**src/rtl/eth_pkg.sv**
```systemverilog
// Shared Ethernet receive constants and receiver state encoding.
// Imported by crc32_rx and packet_receiver.
package eth_pkg;

  localparam logic [7:0]  SFD           = 8'hD5;
  localparam logic [7:0]  PREAMBLE_BYTE = 8'h55;

  localparam logic [31:0] CRC_POLY    = 32'h04C11DB7;
  localparam logic [31:0] CRC_INIT    = 32'hFFFFFFFF;
  localparam logic [31:0] CRC_RESIDUE = 32'hC704DD7B;

  localparam int HDR_LEN = 14;
  localparam int FCS_LEN = 4;

  typedef enum logic [2:0] {
    IDLE     = 3'd0,
    PREAMBLE = 3'd1,
    HEADER   = 3'd2,
    PAYLOAD  = 3'd3,
    DROP     = 3'd4
  } rx_state_t;

endpackage

```
**src/rtl/crc32_rx.sv**
```systemverilog
// Byte-wise CRC-32 step, bits taken LSB-first; the register is non-reflected,
// so a correct frame leaves CRC_RESIDUE behind.
module crc32_rx
  import eth_pkg::*;
(
  input  logic [31:0] crc_i,
  input  logic [7:0]  data_i,
  output logic [31:0] crc_o
);

  logic [31:0] c;

  always_comb begin
    c = crc_i;
    for (int i = 0; i < 8; i++) begin
      if (c[31] ^ data_i[i]) c = {c[30:0], 1'b0} ^ CRC_POLY;
      else                   c = {c[30:0], 1'b0};
    end
    crc_o = c;
  end

endmodule

```
**src/rtl/packet_receiver.sv**
```systemverilog
// Ethernet receive front end: SFD hunt, MAC filter, length/CRC verdict.
// Define RX_BROADCAST_EN to also accept destination FF:FF:FF:FF:FF:FF.
module packet_receiver
  import eth_pkg::*;
#(
  parameter int MIN_FRAME = 64,
  parameter int MAX_FRAME = 1518
) (
  input  logic        clk,
  input  logic        reset_n,
  input  logic [7:0]  rx_data,
  input  logic [1:0]  rx_ctl,
  input  logic [47:0] mac_addr,
  output logic [7:0]  out_data,
  output logic        out_valid,
  output logic        out_sof,
  output logic [15:0] out_ethertype,
  output logic        out_done,
  output logic        out_good,
  output logic [15:0] good_count,
  output logic [15:0] bad_count
);

  localparam logic [10:0] MIN_L     = 11'(MIN_FRAME);
  localparam logic [10:0] MAX_L     = 11'(MAX_FRAME);
  localparam logic [10:0] HDR_LAST  = 11'(HDR_LEN - 1);
  localparam logic [2:0]  FILL_FULL = 3'(FCS_LEN);

  logic dv, er;
  assign dv = rx_ctl[0];
  assign er = rx_ctl[0] ^ rx_ctl[1];

  rx_state_t state_q, state_d;

  logic [31:0]             crc_q, crc_d, crc_nxt;
  logic [10:0]             cnt_q, cnt_d;
  logic [FCS_LEN-1:0][7:0] dly_q, dly_d;
  logic [2:0]              fill_q, fill_d;
  logic                    err_q, err_d;
  logic                    mac_ok_q, mac_ok_d;
  logic                    sof_pend_q, sof_pend_d;
  logic [15:0]             etype_q, etype_d;

  logic [7:0]  data_q, data_d;
  logic        valid_q, valid_d;
  logic        sof_q, sof_d;
  logic        done_q, done_d;
  logic        good_q, good_d;
  logic [15:0] gcnt_q, gcnt_d;
  logic [15:0] bcnt_q, bcnt_d;

  logic       in_frame, sfd_hit, hdr_byte, pay_byte;
  logic       addr_phase, addr_hit_mac, addr_hit_bc, addr_bad;
  logic       emit, verdict;
  logic [7:0] mac_byte;

  assign in_frame   = (state_q == HEADER) || (state_q == PAYLOAD);
  assign sfd_hit    = (state_q == PREAMBLE) && dv && (rx_data == SFD);
  assign hdr_byte   = (state_q == HEADER) && dv;
  assign pay_byte   = (state_q == PAYLOAD) && dv;
  assign addr_phase = cnt_q < 11'd6;

  assign addr_hit_mac = mac_ok_q && (rx_data == mac_byte);
  assign addr_bad     = addr_phase && !(addr_hit_mac || addr_hit_bc);

  // Once the frame grows past MAX_FRAME nothing more is forwarded.
  assign emit = pay_byte && (fill_q == FILL_FULL) && (cnt_q < MAX_L);

  assign verdict = (crc_q == CRC_RESIDUE) && (cnt_q >= MIN_L) &&
                   (cnt_q <= MAX_L) && !err_q;

  always_comb begin
    unique case (cnt_q[2:0])
      3'd0:    mac_byte = mac_addr[47:40];
      3'd1:    mac_byte = mac_addr[39:32];
      3'd2:    mac_byte = mac_addr[31:24];
      3'd3:    mac_byte = mac_addr[23:16];
      3'd4:    mac_byte = mac_addr[15:8];
      3'd5:    mac_byte = mac_addr[7:0];
      default: mac_byte = 8'h00;
    endcase
  end

`ifdef RX_BROADCAST_EN
  logic bc_ok_q, bc_ok_d;

  assign addr_hit_bc = bc_ok_q && (rx_data == 8'hFF);

  always_comb begin
    bc_ok_d = bc_ok_q;
    if (sfd_hit) bc_ok_d = 1'b1;
    else if (hdr_byte && addr_phase) bc_ok_d = addr_hit_bc;
  end

  always_ff @(posedge clk or negedge reset_n) begin
    if (!reset_n) bc_ok_q <= 1'b0;
    else          bc_ok_q <= bc_ok_d;
  end
`else
  assign addr_hit_bc = 1'b0;
`endif

  crc32_rx u_crc (
    .crc_i  (crc_q),
    .data_i (rx_data),
    .crc_o  (crc_nxt)
  );

  always_ff @(posedge clk or negedge reset_n) begin
    if (!reset_n) state_q <= IDLE;
    else          state_q <= state_d;
  end

  always_comb begin
    state_d = state_q;
    unique case (state_q)
      IDLE: begin
        if (dv) state_d = (rx_data == PREAMBLE_BYTE) ? PREAMBLE : DROP;
      end
      PREAMBLE: begin
        if (!dv)                          state_d = IDLE;
        else if (rx_data == SFD)          state_d = HEADER;
        else if (rx_data != PREAMBLE_BYTE) state_d = DROP;
      end
      HEADER: begin
        if (!dv)                    state_d = IDLE;
        else if (addr_bad)          state_d = DROP;
        else if (cnt_q == HDR_LAST) state_d = PAYLOAD;
      end
      PAYLOAD: begin
        if (!dv) state_d = IDLE;
      end
      DROP: begin
        if (!dv) state_d = IDLE;
      end
      default: state_d = IDLE;
    endcase
  end

  always_comb begin
    data_d     = data_q;
    valid_d    = 1'b0;
    sof_d      = 1'b0;
    done_d     = 1'b0;
    good_d     = 1'b0;
    sof_pend_d = sof_pend_q;
    gcnt_d     = gcnt_q;
    bcnt_d     = bcnt_q;
    if (sfd_hit) sof_pend_d = 1'b1;
    if (emit) begin
      valid_d    = 1'b1;
      data_d     = dly_q[FCS_LEN-1];
      sof_d      = sof_pend_q;
      sof_pend_d = 1'b0;
    end
    if (in_frame && !dv) begin
      done_d = 1'b1;
      good_d = verdict;
      if (verdict) gcnt_d = gcnt_q + 16'd1;
      else         bcnt_d = bcnt_q + 16'd1;
    end
  end

  always_comb begin
    crc_d    = crc_q;
    cnt_d    = cnt_q;
    dly_d    = dly_q;
    fill_d   = fill_q;
    err_d    = err_q;
    mac_ok_d = mac_ok_q;
    etype_d  = etype_q;
    if (sfd_hit) begin
      crc_d    = CRC_INIT;
      cnt_d    = '0;
      fill_d   = '0;
      err_d    = 1'b0;
      mac_ok_d = 1'b1;
    end else if (hdr_byte || pay_byte) begin
      crc_d = crc_nxt;
      if (cnt_q != '1) cnt_d = cnt_q + 11'd1;
      if (er) err_d = 1'b1;
      if (hdr_byte) begin
        if (addr_phase) mac_ok_d = addr_hit_mac;
        if (cnt_q == 11'd12) etype_d[15:8] = rx_data;
        if (cnt_q == 11'd13) etype_d[7:0]  = rx_data;
      end else begin
        dly_d = {dly_q[FCS_LEN-2:0], rx_data};
        if (fill_q != FILL_FULL) fill_d = fill_q + 3'd1;
      end
    end
  end

  always_ff @(posedge clk or negedge reset_n) begin
    if (!reset_n) begin
      crc_q      <= CRC_INIT;
      cnt_q      <= '0;
      dly_q      <= '0;
      fill_q     <= '0;
      err_q      <= 1'b0;
      mac_ok_q   <= 1'b0;
      sof_pend_q <= 1'b0;
      etype_q    <= '0;
      data_q     <= '0;
      valid_q    <= 1'b0;
      sof_q      <= 1'b0;
      done_q     <= 1'b0;
      good_q     <= 1'b0;
      gcnt_q     <= '0;
      bcnt_q     <= '0;
    end else begin
      crc_q      <= crc_d;
      cnt_q      <= cnt_d;
      dly_q      <= dly_d;
      fill_q     <= fill_d;
      err_q      <= err_d;
      mac_ok_q   <= mac_ok_d;
      sof_pend_q <= sof_pend_d;
      etype_q    <= etype_d;
      data_q     <= data_d;
      valid_q    <= valid_d;
      sof_q      <= sof_d;
      done_q     <= done_d;
      good_q     <= good_d;
      gcnt_q     <= gcnt_d;
      bcnt_q     <= bcnt_d;
    end
  end

  assign out_data      = data_q;
  assign out_valid     = valid_q;
  assign out_sof       = sof_q;
  assign out_ethertype = etype_q;
  assign out_done      = done_q;
  assign out_good      = good_q;
  assign good_count    = gcnt_q;
  assign bad_count     = bcnt_q;

endmodule

```
**config.mk**
```make
export PLATFORM = sky130hd
export DESIGN_NAME = packet_receiver
export DESIGN_NICKNAME = d
export VERILOG_FILES = /design/src/rtl/eth_pkg.sv /design/src/rtl/crc32_rx.sv /design/src/rtl/packet_receiver.sv
export SDC_FILE = /design/constraint.sdc
export NUM_CORES = 1
export LEC_CHECK = 0
export BUFFER_PORTS_ARGS = -buffer_cell sky130_fd_sc_hd__clkbuf_2
export CORE_MARGIN = 5
export CORE_UTILIZATION = 61
export DETAILED_ROUTE_END_ITERATION = 8
export PLACE_DENSITY = 0.95
export SYNTH_ARGS = -nofsm -noshare
export SYNTH_HDL_FRONTEND = slang
export SYNTH_SLANG_ARGS = --single-unit
```
**constraint.sdc**
```tcl
create_clock -name clk -period 3.7 [get_ports clk]
set_clock_uncertainty 0.05 [all_clocks]
set_input_delay 0.37 -clock clk [delete_from_list [all_inputs] [get_ports clk]]
set_output_delay 0.37 -clock clk [all_outputs]
set_load 0.02 [all_outputs]
```
; ---- Yosys cells after proc, flatten, opt, wreduce, memory -nomap -nowiden
; Cells that the tools add are included.
[op_classes]
multipliers = 0
div_mod_pow = 0
reduce_logical = 37
n_lt_le_gt_ge = 4
n_eq_ne = 24
shifts = 0
mux = 41
add_sub_neg = 4
n_bitwise = 20
[ops]
columns = cell, n
row1 = 2-to-1 mux 27 bit, 8
row2 = NOT 14 bit, 8
row3 = 2-to-1 mux 32 bit, 2
row4 = one-hot mux 8 bit (6 select lines), 1
row5 = 2-to-1 mux 3 bit, 13
row6 = 2-to-1 mux 11 bit, 3
row7 = "adder 16 x 1 -> 16 bit, second input constant", 2
row8 = "equality test 32 bit, second input constant", 1
row9 = "equality test 11 x 4 -> 1 bit, second input constant", 2
row10 = nonzero test 2 bit, 7
row11 = 2-to-1 mux 1 bit, 13
row12 = "equality test 3 x 2 -> 1 bit, second input constant", 4
row13 = "equality test 3 bit, second input constant", 4
row14 = logical AND 1 bit, 12
row15 = one-hot mux 3 bit (4 select lines), 1
row16 = AND reduction 4 bit, 3
row17 = "adder 11 x 1 -> 11 bit, second input constant", 1
row18 = ">= comparator 11 x 7 -> 1 bit, second input constant", 1
row19 = "less-or-equal comparator 11 bit, second input constant", 1
row20 = "less-than comparator 11 bit, second input constant", 1
row21 = "less-than comparator 11 x 3 -> 1 bit, second input constant", 1
row22 = "inequality test 11 bit, second input constant", 1
row23 = AND reduction 3 bit, 3
row24 = XOR 1 bit, 9
row25 = 16 further kinds, 28
[totals]
mem_count = 0
latch_bits = 0
reg_bits = 144
elab_cells = 150
romBits = 0
ram_bits = 0
out_inout_bits = 60

; ---- Logic depth before layout (Yosys ltp)
; Gate-level depths: netlist of the first run.
[depth]
word_depth = 18
ltp_mapped = 10
mapped_depth_nobuf = 8

; ---- Cells and area by module
; Synthesis of the first run repeated with hierarchy kept, for this count alone.
[hier_totals]
hier_cells = 689
area_unflattened_um2 = 7756.2
[modules_own_cells]
columns = mod, area_per_inst_um2, cells_per_inst, n_inst, seq_area_each_um2
row1 = packet_receiver, 6766.5, 626, 1, 3643.5
row2 = crc32_rx, 989.7, 63, 1, 0.0

; ---- Worst setup path before layout of the first run
; No wires, ideal clock.
[synth_timing]
path_type = reg-to-reg
from = reg cnt_q[1]
to = reg state_q[2]
setup_time_ns = 0.123
required_time_ns = 3.527
setup_slack_ns = 1.384
path_stages_with_launch = 10
period_less_slack_ns = 2.316
arrival_time_ns = 2.144
n_path_buf = 1
cell_sequence = dfrtp_1 > inv_1 > ha_1 > clkbuf_1 > a222oi_1 > a21oi_1 > or3_1 > a22oi_1 > o2111ai_1 > o221a_2
[synth_via]
elab_chain_cells = 9
word_cells_on_any_way = 18
cone_classes = order compare (1) / eq/ne (8) / mux (4) / reduce/logical (5)
[synth_rtl]
columns = element, line
row1 = from (decl), packet_receiver.sv:36  ; logic [10:0] cnt_q, cnt_d;
row2 = from (signal assigned), packet_receiver.sv:212  ; cnt_q <= cnt_d;
row3 = "equality test 3 bit, or another cell as far along", packet_receiver.sv:73  ; unique case (cnt_q[2:0])
row4 = one-hot mux 8 bit (6 select lines), packet_receiver.sv:73
row5 = equality test 8 bit, packet_receiver.sv:63  ; assign addr_hit_mac = mac_ok_q && (rx_data == mac_byte);
row6 = logical AND 1 bit, packet_receiver.sv:63
row7 = logical NOT 1 bit, packet_receiver.sv:64  ; assign addr_bad = addr_phase && !(addr_hit_mac || addr_hit_bc);
row8 = logical AND 1 bit, packet_receiver.sv:64
row9 = 2-to-1 mux 3 bit, packet_receiver.sv:127  ; else if (addr_bad) state_d = DROP;
row10 = 2-to-1 mux 3 bit, packet_receiver.sv:126  ; if (!dv) state_d = IDLE;
row11 = one-hot mux 3 bit (4 select lines), packet_receiver.sv:116  ; unique case (state_q)
row12 = to (signal assigned), packet_receiver.sv:111  ; else state_q <= state_d;
row13 = to (decl), packet_receiver.sv:33  ; rx_state_t state_q, state_d;
; Several ways; a longest one is shown, not always the timed one.
; A chain may end at the register's enable or synchronous reset.

; ---- Worst setup path after layout of the first run
[layout_timing]
from = reg cnt_q[2]
to = reg state_q[2]
; The elaborated chain is that of the path after synthesis.

==> results of run 1 <==
## power by group through the flow
stage / Clock, mW / Combinational, mW / Sequential (mW)
6_report: 1.54 / 0.257 / 1.58
5_1_grt: 1.63 / 0.279 / 1.58
4_1_cts: 1.56 / 0.256 / 1.58
3_5_place_dp: 0 / 0.253 / 1.61
3_3_place_gp: 0 / 0.245 / 1.61
2_1_floorplan: 0 / 0.146 / 1.61
## sequential cells by signal, indices dropped and copies added, names as in the netlist, 3 cells and up
register / cells
crc_q: 32
dly_q: 32
bad_count: 16
good_count: 16
out_ethertype: 16
cnt_q: 11
out_data: 8
fill_q: 3
state_q: 3
## through the flow
step | setup slack [ns] | instances
after floorplan | 1.384 | 635
final | 0.7212 | 910
after global routing | 0.5725 | 910
after CTS | 0.7665 | 910
after global placement | 0.9900 | 878
after detailed placement | 0.7819 | 878
## synthesized netlist by cell type (4+ instances only)
master,number
nand4_1,10
xnor2_1,68
clkbuf_1,17
buf_2,6
or3_1,4
nand3_2,6
o21a_1,4
a2bb2oi_1,8
nor3_1,17
mux2_2,56
buf_1,6
dfstp_2,32
dfrtp_1,112
o21ai_0,15
o211ai_1,9
and2_1,6
a211oi_1,6
a222oi_1,7
a32o_1,5
and4_1,5
nand2_1,36
and3_1,9
a21oi_1,25
nand3_1,19
a21boi_0,6
nor3_2,7
ha_1,9
xnor2_2,8
inv_1,8
nor2_1,21
xor2_1,32
## worst max path at each step
stage | end | slack (ns) | cells past startpoint
after CTS | state_q[2] | 0.77 | 7
after global placement | state_q[2] | 0.99 | 7
after global routing | state_q[1] | 0.57 | 7
after floorplan | state_q[2] | 1.38 | 9
after detailed placement | state_q[1] | 0.78 | 7
final | state_q[2] | 0.72 | 7
## layer usage
metal  global-route usage (%)  vias to the layer above  part of all wire [%]
met4                    11.54                        0                   3.4
met5                        0                        -                     0
met3                    7.437                       58                   7.8
met1                    32.00                     2809                    38
li1                         -                     2522                     -
met2                    45.02                      292                    50
## final cells by class
type | instances | area share (%)
sequential | 144 | 41.93
multi-input combinational | 452 | 41.86
timing repair buffer | 127 | 7.617
clock buffer | 19 | 5.097
tap | 147 | 2.117
clock inverter | 13 | 1.037
inverter | 8 | 0.3456
## cells by family (layout without fill, tap and decap cells)
family / Yosys count / after routing / synth area share, %
AND/OR/NAND/NOR: 168 / 168 / 13.90
flip-flops: 144 / 144 / 48.93
XOR/XNOR: 112 / 112 / 14.69
AO/OA/AOI/OAI: 105 / 105 / 9.998
multiplexers: 58 / 58 / 8.755
buffers and inverters: 39 / 167 / 2.218
adder cells (fa/ha/maj): 9 / 9 / 1.512
==> results.sh, run 1 <==
export IMPL_clock_latency_ns=0.43
export IMPL_r2r_worst_path_cells=7
export IMPL_worst_endpoint_required_ns=3.96
export IMPL_routed_via_density=6.243
export IMPL_netlist_area_mm2=0.007446
export IMPL_status="complete, no violations"
export IMPL_crit_family="compound AO/OA/AOI/OAI gates"
export IMPL_antenna_found_initial=0
export IMPL_critPathSlowestCell="dfrtp_1"
export IMPL_grt_pass1_vias=6009
export IMPL_ys_seq_area_share_pct=48.93
export IMPL_r2r_end="state_q[2]"
export IMPL_drc=0
export IMPL_synth_seq_cells=144
export IMPL_postCtsHoldBufs=0
export IMPL_setup_worst_path_class="flip-flop to flip-flop"
export IMPL_crit_path_cell_trace="inv_1 > ha_1 > a32o_1 > or3_1 > a22oi_1 > o2111ai_1 > o221a_2"
export IMPL_fin_crit_ns=2.979
export IMPL_async_reset_ff_share_pct=100.0
export IMPL_die_width_um=120.5
export IMPL_vdd_drop_max_uv=444.5
export IMPL_timing_rr_start="cnt_q[2]"
export IMPL_maxCapViolCount=0
export IMPL_grt_pass1_wl_um=30500
export IMPL_rrSetupSlack_ns=0.72
export IMPL_startpoint="cnt_q[2]"
export IMPL_num_antenna_cells=0
export IMPL_ant_nets=0
export IMPL_final_cell_mix="clkbuf_2, dfrtp_1, xnor2_1, mux2_2, nand2_1"
export IMPL_syn_inst=635
export IMPL_vias=5681
export IMPL_clk_pin_slew_worst_paths_ns=0.06
export IMPL_cp_slowest_stage_delay_ns=0.87
export IMPL_fin_setup_tns_ns=0
export IMPL_ys_flop_type="dfrtp_1"
export IMPL_dpl_hpwl_um=12860
export IMPL_groute_usage_overall_pct=26.66
export IMPL_p_sw_share_pct=24.38
export IMPL_ios=120
export IMPL_final_nets=819
export IMPL_p_int_mw=2.559
export IMPL_cts_tree="done"
export IMPL_tightest_slew_ns=1.066
export IMPL_power_mw=3.384
export IMPL_layout_commonest_cell="clkbuf_2"
export IMPL_worstPathArrival_ns=3.24
export IMPL_postLayoutCoreUtil_pct=72.34
export IMPL_row_count=40
export IMPL_hp_class="input pin to async pin"
export IMPL_fin_crit_sh_pct=80.51
export IMPL_synth_edf_count=0
export IMPL_cts_sinks=144
export IMPL_ctsResizeCount=0
export IMPL_grt_overflow_total=0
export IMPL_cts_buffers=17
export IMPL_cts_setup_buffers=0
export IMPL_maxSlewHeadroom_pct=28.92
export IMPL_grt_max_degree=122
export IMPL_crit_buf_inv=1
export IMPL_drtIter0Drc=548
export IMPL_drive_gt1_share_pct=37.35
export IMPL_crit_path_end_kind="flip-flop"
export IMPL_regArea_mm2=0.003643
export IMPL_path_max_fanout=28
export IMPL_power_leakage_nw=4.038
export IMPL_h_tree_depth=4
export IMPL_cp_start_kind="flip-flop"
export IMPL_dieArea_mm2=0.01452
export IMPL_wl_um=18670
export IMPL_multiInputGateArea_mm2=0.003637
export IMPL_io_buffers=119
export IMPL_comb_power_share_pct=7.6
export IMPL_finalSetupViolations=0
export IMPL_synthDistinctLibCells=69
export IMPL_clock_power_share_pct=45.6
export IMPL_hold_viol_final=0
export IMPL_p_per_area_mw_per_mm2=389.4
export IMPL_whs_ns=0.04625
export IMPL_synth_top_cell_by_area="dfrtp_1"
export IMPL_dpl_cell_area_mm2=0.008157
export IMPL_syn_to_final_growth_pct=16.70
export IMPL_netlist_area_leader_share_pct=37.64
export IMPL_power_switching_mw=0.8252
export IMPL_gp_congestion=0.9131
export IMPL_synthTopCellsByArea="dfrtp_1, dfstp_2, mux2_2, xnor2_1, xor2_1"
export IMPL_core_area_mm2=0.01201
export IMPL_dr_pass1_iters=7
export IMPL_drv_slew=0
export IMPL_power_frac_seq_pct=46.8
export IMPL_wl_per_cell_um=20.51
export IMPL_synth_fp_nets=704
export IMPL_fin_area_mm2=0.008690
export IMPL_avgSynthCellArea_um2=11.73
export IMPL_max_clock_freq_mhz=335.7
export IMPL_ys_warn_count=0
export IMPL_clock_root_buffer="clkbuf_16"
export IMPL_clock_path_buffers=2
export IMPL_rsz0062_at_grt="no"
export IMPL_fillers=769
export IMPL_start_util_pct=61.99
export IMPL_die_height_um=120.5
Power figures use the tool's default switching activity.
==> run 2, diff against run 1 <==
--- a/config.mk
+++ b/config.mk
@@ -5,11 +5,12 @@
 export SDC_FILE = /design/constraint.sdc
 export NUM_CORES = 1
 export LEC_CHECK = 0
+export ABC_AREA = 1
 export BUFFER_PORTS_ARGS = -buffer_cell sky130_fd_sc_hd__clkbuf_2
 export CORE_MARGIN = 5
-export CORE_UTILIZATION = 61
+export CORE_UTILIZATION = 58
 export DETAILED_ROUTE_END_ITERATION = 8
-export PLACE_DENSITY = 0.95
+export PLACE_DENSITY = 0.93
 export SYNTH_ARGS = -nofsm -noshare
 export SYNTH_HDL_FRONTEND = slang
 export SYNTH_SLANG_ARGS = --single-unit
==> constraint.sdc (replaced) <==
create_clock -name clk -period 3 [get_ports clk]
set_clock_uncertainty 0.05 [all_clocks]
set_input_delay 0.3 -clock clk [delete_from_list [all_inputs] [get_ports clk]]
set_output_delay 0.3 -clock clk [all_outputs]
set_load 0.02 [all_outputs]
==> run 2 against run 1 <==
Against the previous run: clock-buffer cell count fell by 1; global-route usage is 1.3 points lower; wire length increased by 11%; utilization down 3.4 points; clock power up 32%; combinational power increased by 110%; sequential share of layout area down 3.6 points; critical path depth increased by 9; synthesized area up 8.7%; via count grew 32%.
==> results.sh, run 2 <==
export IMPL_synthSimpleGateAreaFrac_pct=26.07
export IMPL_grt_overflow_total=0
export IMPL_crit_family="simple AND/OR/NAND/NOR gates"
export IMPL_fin_crit_sh_pct=88.61
export IMPL_r2r_end="state_q[0]"
export IMPL_min_from="rx_ctl[1]"
export IMPL_timing_critical_path_mode_cell="nand2_1"
export IMPL_crit_path_end_kind="flip-flop"
export IMPL_hold_viol_final=0
export IMPL_clk_pin_slew_worst_paths_ns=0.06
export IMPL_worstPathArrival_ns=2.98
export IMPL_final_nets=1231
export IMPL_routed_via_density=5.552
export IMPL_dpl_hpwl_um=14840
export IMPL_reg_top3="crc_q (32), dly_q (32)"
export IMPL_hold_end="err_q"
export IMPL_synth_compound_area_share_pct=8.862
export IMPL_tightest_slew_ns=0.6596
export IMPL_vias=7517
export IMPL_status="complete, no violations"
export IMPL_row_count=43
export IMPL_rsz0062_at_grt="no"
export IMPL_async_reset_ff_share_pct=100.0
export IMPL_wl_um=20670
export IMPL_finalSetupViolations=0
export IMPL_dieArea_mm2=0.01641
export IMPL_num_antenna_cells=0
export IMPL_power_leakage_nw=4.978
export IMPL_drc=0
export IMPL_synthXorXnorAreaFrac_pct=10.55
export IMPL_whs_ns=0.01952
export IMPL_fin_crit_ns=2.658
export IMPL_power_mw=4.633
export IMPL_gp_congestion=0.9478
export IMPL_fin_setup_tns_ns=0
export IMPL_cts_tree="done"
export IMPL_synthTopCellsByArea="dfrtp_1, nand2_1, dfstp_2, inv_1, xor2_1"
export IMPL_clock_root_buffer="clkbuf_16"
export IMPL_clock_path_buffers=2
export IMPL_synth_edf_count=0
export IMPL_final_cell_mix="nand2_1, inv_1, clkbuf_2, dfrtp_1, nand3_1"
export IMPL_clock_latency_ns=0.43
export IMPL_whs_path_depth=2
export IMPL_cts_buffers=17
export IMPL_layout_commonest_cell="nand2_1"
export IMPL_synth_seq_cells=144
export IMPL_timing_rr_start="cnt_q[0]"
export IMPL_ctsResizeCount=0
export IMPL_dp_cells=1322
export IMPL_power_frac_seq_pct=44.4
export IMPL_p_sw_share_pct=26.88
export IMPL_die_height_um=128.1
export IMPL_wl_per_cell_um=15.27
export IMPL_ant_nets=0
export IMPL_crit_buf_inv=2
export IMPL_synth_fp_nets=1105
export IMPL_start_util_pct=58.74
export IMPL_rrSetupSlack_ns=0.34
export IMPL_syn_to_final_growth_pct=17.37
export IMPL_cts_sinks=144
export IMPL_dr_pass1_iters=6
export IMPL_drive_gt1_share_pct=19.08
export IMPL_vdd_drop_max_uv=369.5
export IMPL_clock_power_share_pct=43.8
export IMPL_grt_pass1_vias=7131
export IMPL_syn_inst=1036
export IMPL_netlist_area_mm2=0.008090
export IMPL_ys_warn_count=0
export IMPL_instances_no_fill=1354
export IMPL_synth_top_family_by_area="simple AND/OR/NAND/NOR gates"
export IMPL_ys_flop_type="dfrtp_1"
export IMPL_die_width_um=128.1
export IMPL_grt_max_degree=88
export IMPL_critPathSlowestCell="ha_1"
export IMPL_maxCapViolCount=0
export IMPL_core_area_mm2=0.01377
export IMPL_power_switching_mw=1.245
export IMPL_synth_common_cells="nand2_1, inv_1, dfrtp_1"
export IMPL_ys_seq_area_share_pct=45.04
export IMPL_crit_path_cell_trace="inv_1 > ha_1 > nand2_1 > inv_1 > nand2_1 > nand2_1 > nor2_1 > nand2_1 > nand2_1 > nand2_1 > nand3_1 > o21bai_1 > nand3_1 > nand2_1 > nand2_1 > nand2_1"
export IMPL_drv_slew=0
export IMPL_synth_mux_area_share_pct=0
export IMPL_groute_usage_overall_pct=25.37
export IMPL_dpl_cell_area_mm2=0.008920
export IMPL_synthDistinctLibCells=44
export IMPL_p_per_area_mw_per_mm2=487.9
export IMPL_h_tree_depth=4
export IMPL_setup_worst_path_class="flip-flop to flip-flop"
export IMPL_ios=120
export IMPL_startpoint="cnt_q[0]"
export IMPL_cp_slowest_stage_delay_ns=0.58
export IMPL_fin_area_mm2=0.009495
export IMPL_max_clock_freq_mhz=376.2
export IMPL_netlist_area_leader_share_pct=34.64
export IMPL_hp_class="input pin to flip-flop"
export IMPL_p_int_mw=3.387
export IMPL_comb_power_share_pct=11.8
export IMPL_io_buffers=119
export IMPL_worst_endpoint_required_ns=3.32
export IMPL_synth_most_common_cell="nand2_1"
export IMPL_grt_pass1_wl_um=33460
export IMPL_synth_top_cell_by_area="dfrtp_1"
export IMPL_r2r_worst_path_cells=16
export IMPL_antenna_found_initial=0
export IMPL_synthAdderAreaFrac_pct=1.392
export IMPL_maxSlewHeadroom_pct=55.90
export IMPL_cp_start_kind="flip-flop"
export IMPL_drtIter0Drc=625
export IMPL_path_max_fanout=15
export IMPL_avgSynthCellArea_um2=7.809
## run 2: changes by cell type after synthesis, sizes merged, moves of 15 or more
cell,change
o22ai,+15
nor2,+49
o21ai,+62
xnor2,-40
inv,+129
xor2,+19
mux2,-57
nand2,+249
nand3,+53
## run 2: worst max path at each step
| stage | depth (start not counted) | end |
|---|---|---|
| floorplan | 18 | state_q[0] |
| global placement | 16 | state_q[0] |
| detailed placement | 16 | state_q[1] |
| CTS | 16 | state_q[0] |
| global route | 16 | state_q[0] |
| finish | 16 | state_q[0] |
## run 2: layer usage
layer,track usage (%),wire (um)
met4,9.488,498
met2,43.44,10360
met5,0,0
met3,5.333,1358
met1,31.62,8453
## run 2: cell families after synthesis
| group | Yosys count |
|---|---|
| AND/OR/NAND/NOR | 491 |
| buffers and inverters | 168 |
| flip-flops | 144 |
| AO/OA/AOI/OAI | 133 |
| XOR/XNOR | 91 |
| adder cells (fa/ha/maj) | 9 |
## run 2: metrics by stage
stage               utilization [%]  worst slack [ns]
finish                        68.94            0.3417
global route                  68.94           0.06586
CTS                           68.94            0.3890
detailed placement            64.76            0.4783
global placement              64.76            0.5758
floorplan                         -            0.8119
## run 2: worst reg2reg max path, cell delays in order, from the launching register on
cell	delay, ns
dfrtp_1	0.43
inv_1	0.15
ha_1	0.58
nand2_1	0.11
inv_1	0.11
nand2_1	0.06
nand2_1	0.06
nor2_1	0.05
nand2_1	0.05
nand2_1	0.04
nand2_1	0.05
nand3_1	0.15
o21bai_1	0.24
nand3_1	0.17
nand2_1	0.15
nand2_1	0.08
nand2_1	0.07
## run 2: repair_timing
| action | in CTS | in global routing |
|---|---|---|
| setup endpoints to repair | 0 | 0 |
| endpoints found under the hold margin | 43 | 0 |
| hold buffers | 1 | 0 |
| setup buffers | 0 | 0 |
## run 2: final cells by class
class / instances / area [um2]
multi-input cells: 724 / 3795
clock inverters: 13 / 126.4
well taps: 180 / 225.2
repair buffers: 136 / 744.5
flip-flops and latches: 144 / 3643
clock buffers: 18 / 439.2
fillers: 1063 / 4278
inverters: 139 / 521.8
## run 2: power groups by stage
stage / Clock, mW / Sequential (mW) / Combinational [mW]
after detailed placement: 0 / 2.09 / 0.532
after floorplan: 0 / 2.07 / 0.366
after global placement: 0 / 2.08 / 0.515
after CTS: 2.05 / 2.05 / 0.543
final: 2.03 / 2.06 / 0.547
after global routing: 2.14 / 2.06 / 0.601
==> run 3, diff against run 2 <==
--- a/config.mk
+++ b/config.mk
@@ -6,7 +6,8 @@
 export NUM_CORES = 1
 export LEC_CHECK = 0
 export ABC_AREA = 1
-export BUFFER_PORTS_ARGS = -buffer_cell sky130_fd_sc_hd__clkbuf_2
+export BUFFER_PORTS_ARGS = -buffer_cell sky130_fd_sc_hd__buf_2
+export CORE_ASPECT_RATIO = 0.7
 export CORE_MARGIN = 5
 export CORE_UTILIZATION = 58
 export DETAILED_ROUTE_END_ITERATION = 8
==> run 3 against run 2 <==
Against the previous run: clock-buffer cell count unchanged; global-route usage increased by 1.7 points; sequential cell count unchanged; sequential power about the same; first-iteration DRC count increased by 8.3%; utilization increased by 0.30 points; combinational power increased by 1%; maximum frequency decreased by 2.0%; critical path type unchanged; wire length increased by 5.1%; hold slack improved by 0.0082 ns; largest power group is now the clock network; die area increased by 0.23%; clock power increased by 7%.
==> results.sh, run 3 (synthesis gave the netlist of run 2 again) <==
export IMPL_critPathSlowestCell="dfrtp_1"
export IMPL_timing_rr_start="cnt_q[2]"
export IMPL_clock_latency_ns=0.42
export IMPL_tightest_slew_ns=0.7592
export IMPL_worstPathArrival_ns=3.02
export IMPL_core_area_mm2=0.01378
export IMPL_max_clock_freq_mhz=368.7
export IMPL_fillers=1056
export IMPL_timing_critical_path_mode_cell="nand2_1"
export IMPL_row_count=36
export IMPL_cts_tree="done"
export IMPL_routed_via_density=5.503
export IMPL_num_antenna_cells=0
export IMPL_crit_buf_inv=1
export IMPL_crit_path_end_kind="flip-flop"
export IMPL_fin_setup_tns_ns=0
export IMPL_grt_pass1_wl_um=35250
export IMPL_status="complete, no violations"
export IMPL_dieArea_mm2=0.01645
export IMPL_final_cell_mix="nand2_1, inv_1, buf_2, dfrtp_1, nand3_1"
export IMPL_ant_nets=0
export IMPL_hold_viol_final=0
export IMPL_vdd_drop_max_uv=424.0
export IMPL_maxCapViolCount=0
export IMPL_min_from="rx_ctl[1]"
export IMPL_drc=0
export IMPL_clock_root_buffer="clkbuf_16"
export IMPL_wl_um=21720
export IMPL_wl_per_cell_um=15.89
export IMPL_p_per_area_mw_per_mm2=501.5
export IMPL_startpoint="cnt_q[2]"
export IMPL_start_util_pct=58.70
export IMPL_dr_pass1_iters=6
export IMPL_layout_commonest_cell="nand2_1"
export IMPL_dpl_hpwl_um=15490
export IMPL_clock_path_buffers=2
export IMPL_vias=7523
export IMPL_power_mw=4.787
export IMPL_io_buffers=119
export IMPL_finalSetupViolations=0
export IMPL_fin_crit_sh_pct=90.41
export IMPL_maxSlewHeadroom_pct=49.39
export IMPL_clk_pin_slew_worst_paths_ns=0.06
export IMPL_cts_setup_buffers=0
export IMPL_drive_gt1_share_pct=19.20
export IMPL_cp_start_kind="flip-flop"
export IMPL_syn_to_final_growth_pct=17.97
export IMPL_reg_top3="crc_q (32), dly_q (32)"
export IMPL_gp_congestion=0.9721
export IMPL_setup_worst_path_class="flip-flop to flip-flop"
export IMPL_cp_slowest_stage_delay_ns=0.64
export IMPL_grt_pass1_vias=7079
export IMPL_postCtsHoldBufs=1
export IMPL_antenna_found_initial=0
export IMPL_final_nets=1233
export IMPL_cts_sinks=144
export IMPL_crit_family="simple AND/OR/NAND/NOR gates"
export IMPL_ios=120
export IMPL_rsz0062_at_grt="no"
export IMPL_drv_slew=0
export IMPL_path_max_fanout=18
export IMPL_groute_usage_overall_pct=27.06
export IMPL_worst_endpoint_required_ns=3.30
export IMPL_hp_class="input pin to flip-flop"
export IMPL_die_height_um=108.8
export IMPL_cts_buffers=17
export IMPL_drtIter0Drc=677
export IMPL_power_leakage_nw=5.026
export IMPL_crit_path_cell_trace="inv_2 > ha_1 > nand2_1 > nand2_1 > nor2_1 > nand2_1 > nand2_1 > nand2_1 > nor2_1 > nand3_1 > o21bai_1 > nand3_1 > nand2_1 > nand2_1 > nand2_1"
export IMPL_ctsResizeCount=0
export IMPL_h_tree_depth=4
export IMPL_die_width_um=151.2
export IMPL_grt_max_degree=88
export IMPL_fin_crit_ns=2.712
export IMPL_grt_overflow_total=0
## run 3: layout make-up
cell class	instances	area (um2)	area share (%)
clock buffer	18	429.2	4.497
clock inverter	14	170.2	1.783
inverter	139	521.8	5.467
multi-input combinational	724	3795	39.76
sequential	144	3643	38.18
tap	190	237.7	2.491
timing repair buffer	138	747.0	7.826
## run 3: final timing paths
| kind | to | slack, ns | depth (start not counted) |
|---|---|---|---|
| worst max-delay path | state_q[2] | 0.29 | 15 |
| worst max register to register | state_q[2] | 0.29 | 15 |
| worst min register to register | dly_q[9] | 0.43 | 2 |
| worst min-delay path | err_q | 0.03 | 2 |
| min in group asynchronous | dly_q[30] | 0.47 | 2 |
| max in group asynchronous | crc_q[1] | 1.56 | 3 |
## run 3: where the power goes
part / switching [mW] / internal (mW) / leakage, nW / total [mW]
registers: 0.0529 / 2.00 / 1.77 / 2.06
logic: 0.339 / 0.215 / 2.97 / 0.555
clock network: 0.915 / 1.26 / 0.294 / 2.18
total: 1.31 / 3.48 / 5.03 / 4.79
## run 3: per-layer routing
layer  GRT usage [%]  part of all wire, %  up-vias
met1           37.88                   44     3554
met4           7.697                  1.7        0
met2           42.50                   47      350
met5               0                    0        -
met3           6.356                  7.8       50
li1                -                    -     3569
## run 3: stage by stage
stage | instances | setup slack [ns] | util, % | hold slack (ns) | instance area (um2)
global placement | 1334 | 0.4978 | 64.82 | 0.3542 | 8935
floorplan | 1036 | 0.8119 | - | -0.04559 | 8090
detailed placement | 1334 | 0.3728 | 64.82 | 0.3539 | 8935
global route | 1367 | 0.06924 | 69.24 | 0.01845 | 9544
CTS | 1367 | 0.3536 | 69.24 | 0.01934 | 9544
finish | 1367 | 0.2878 | 69.24 | 0.02771 | 9544
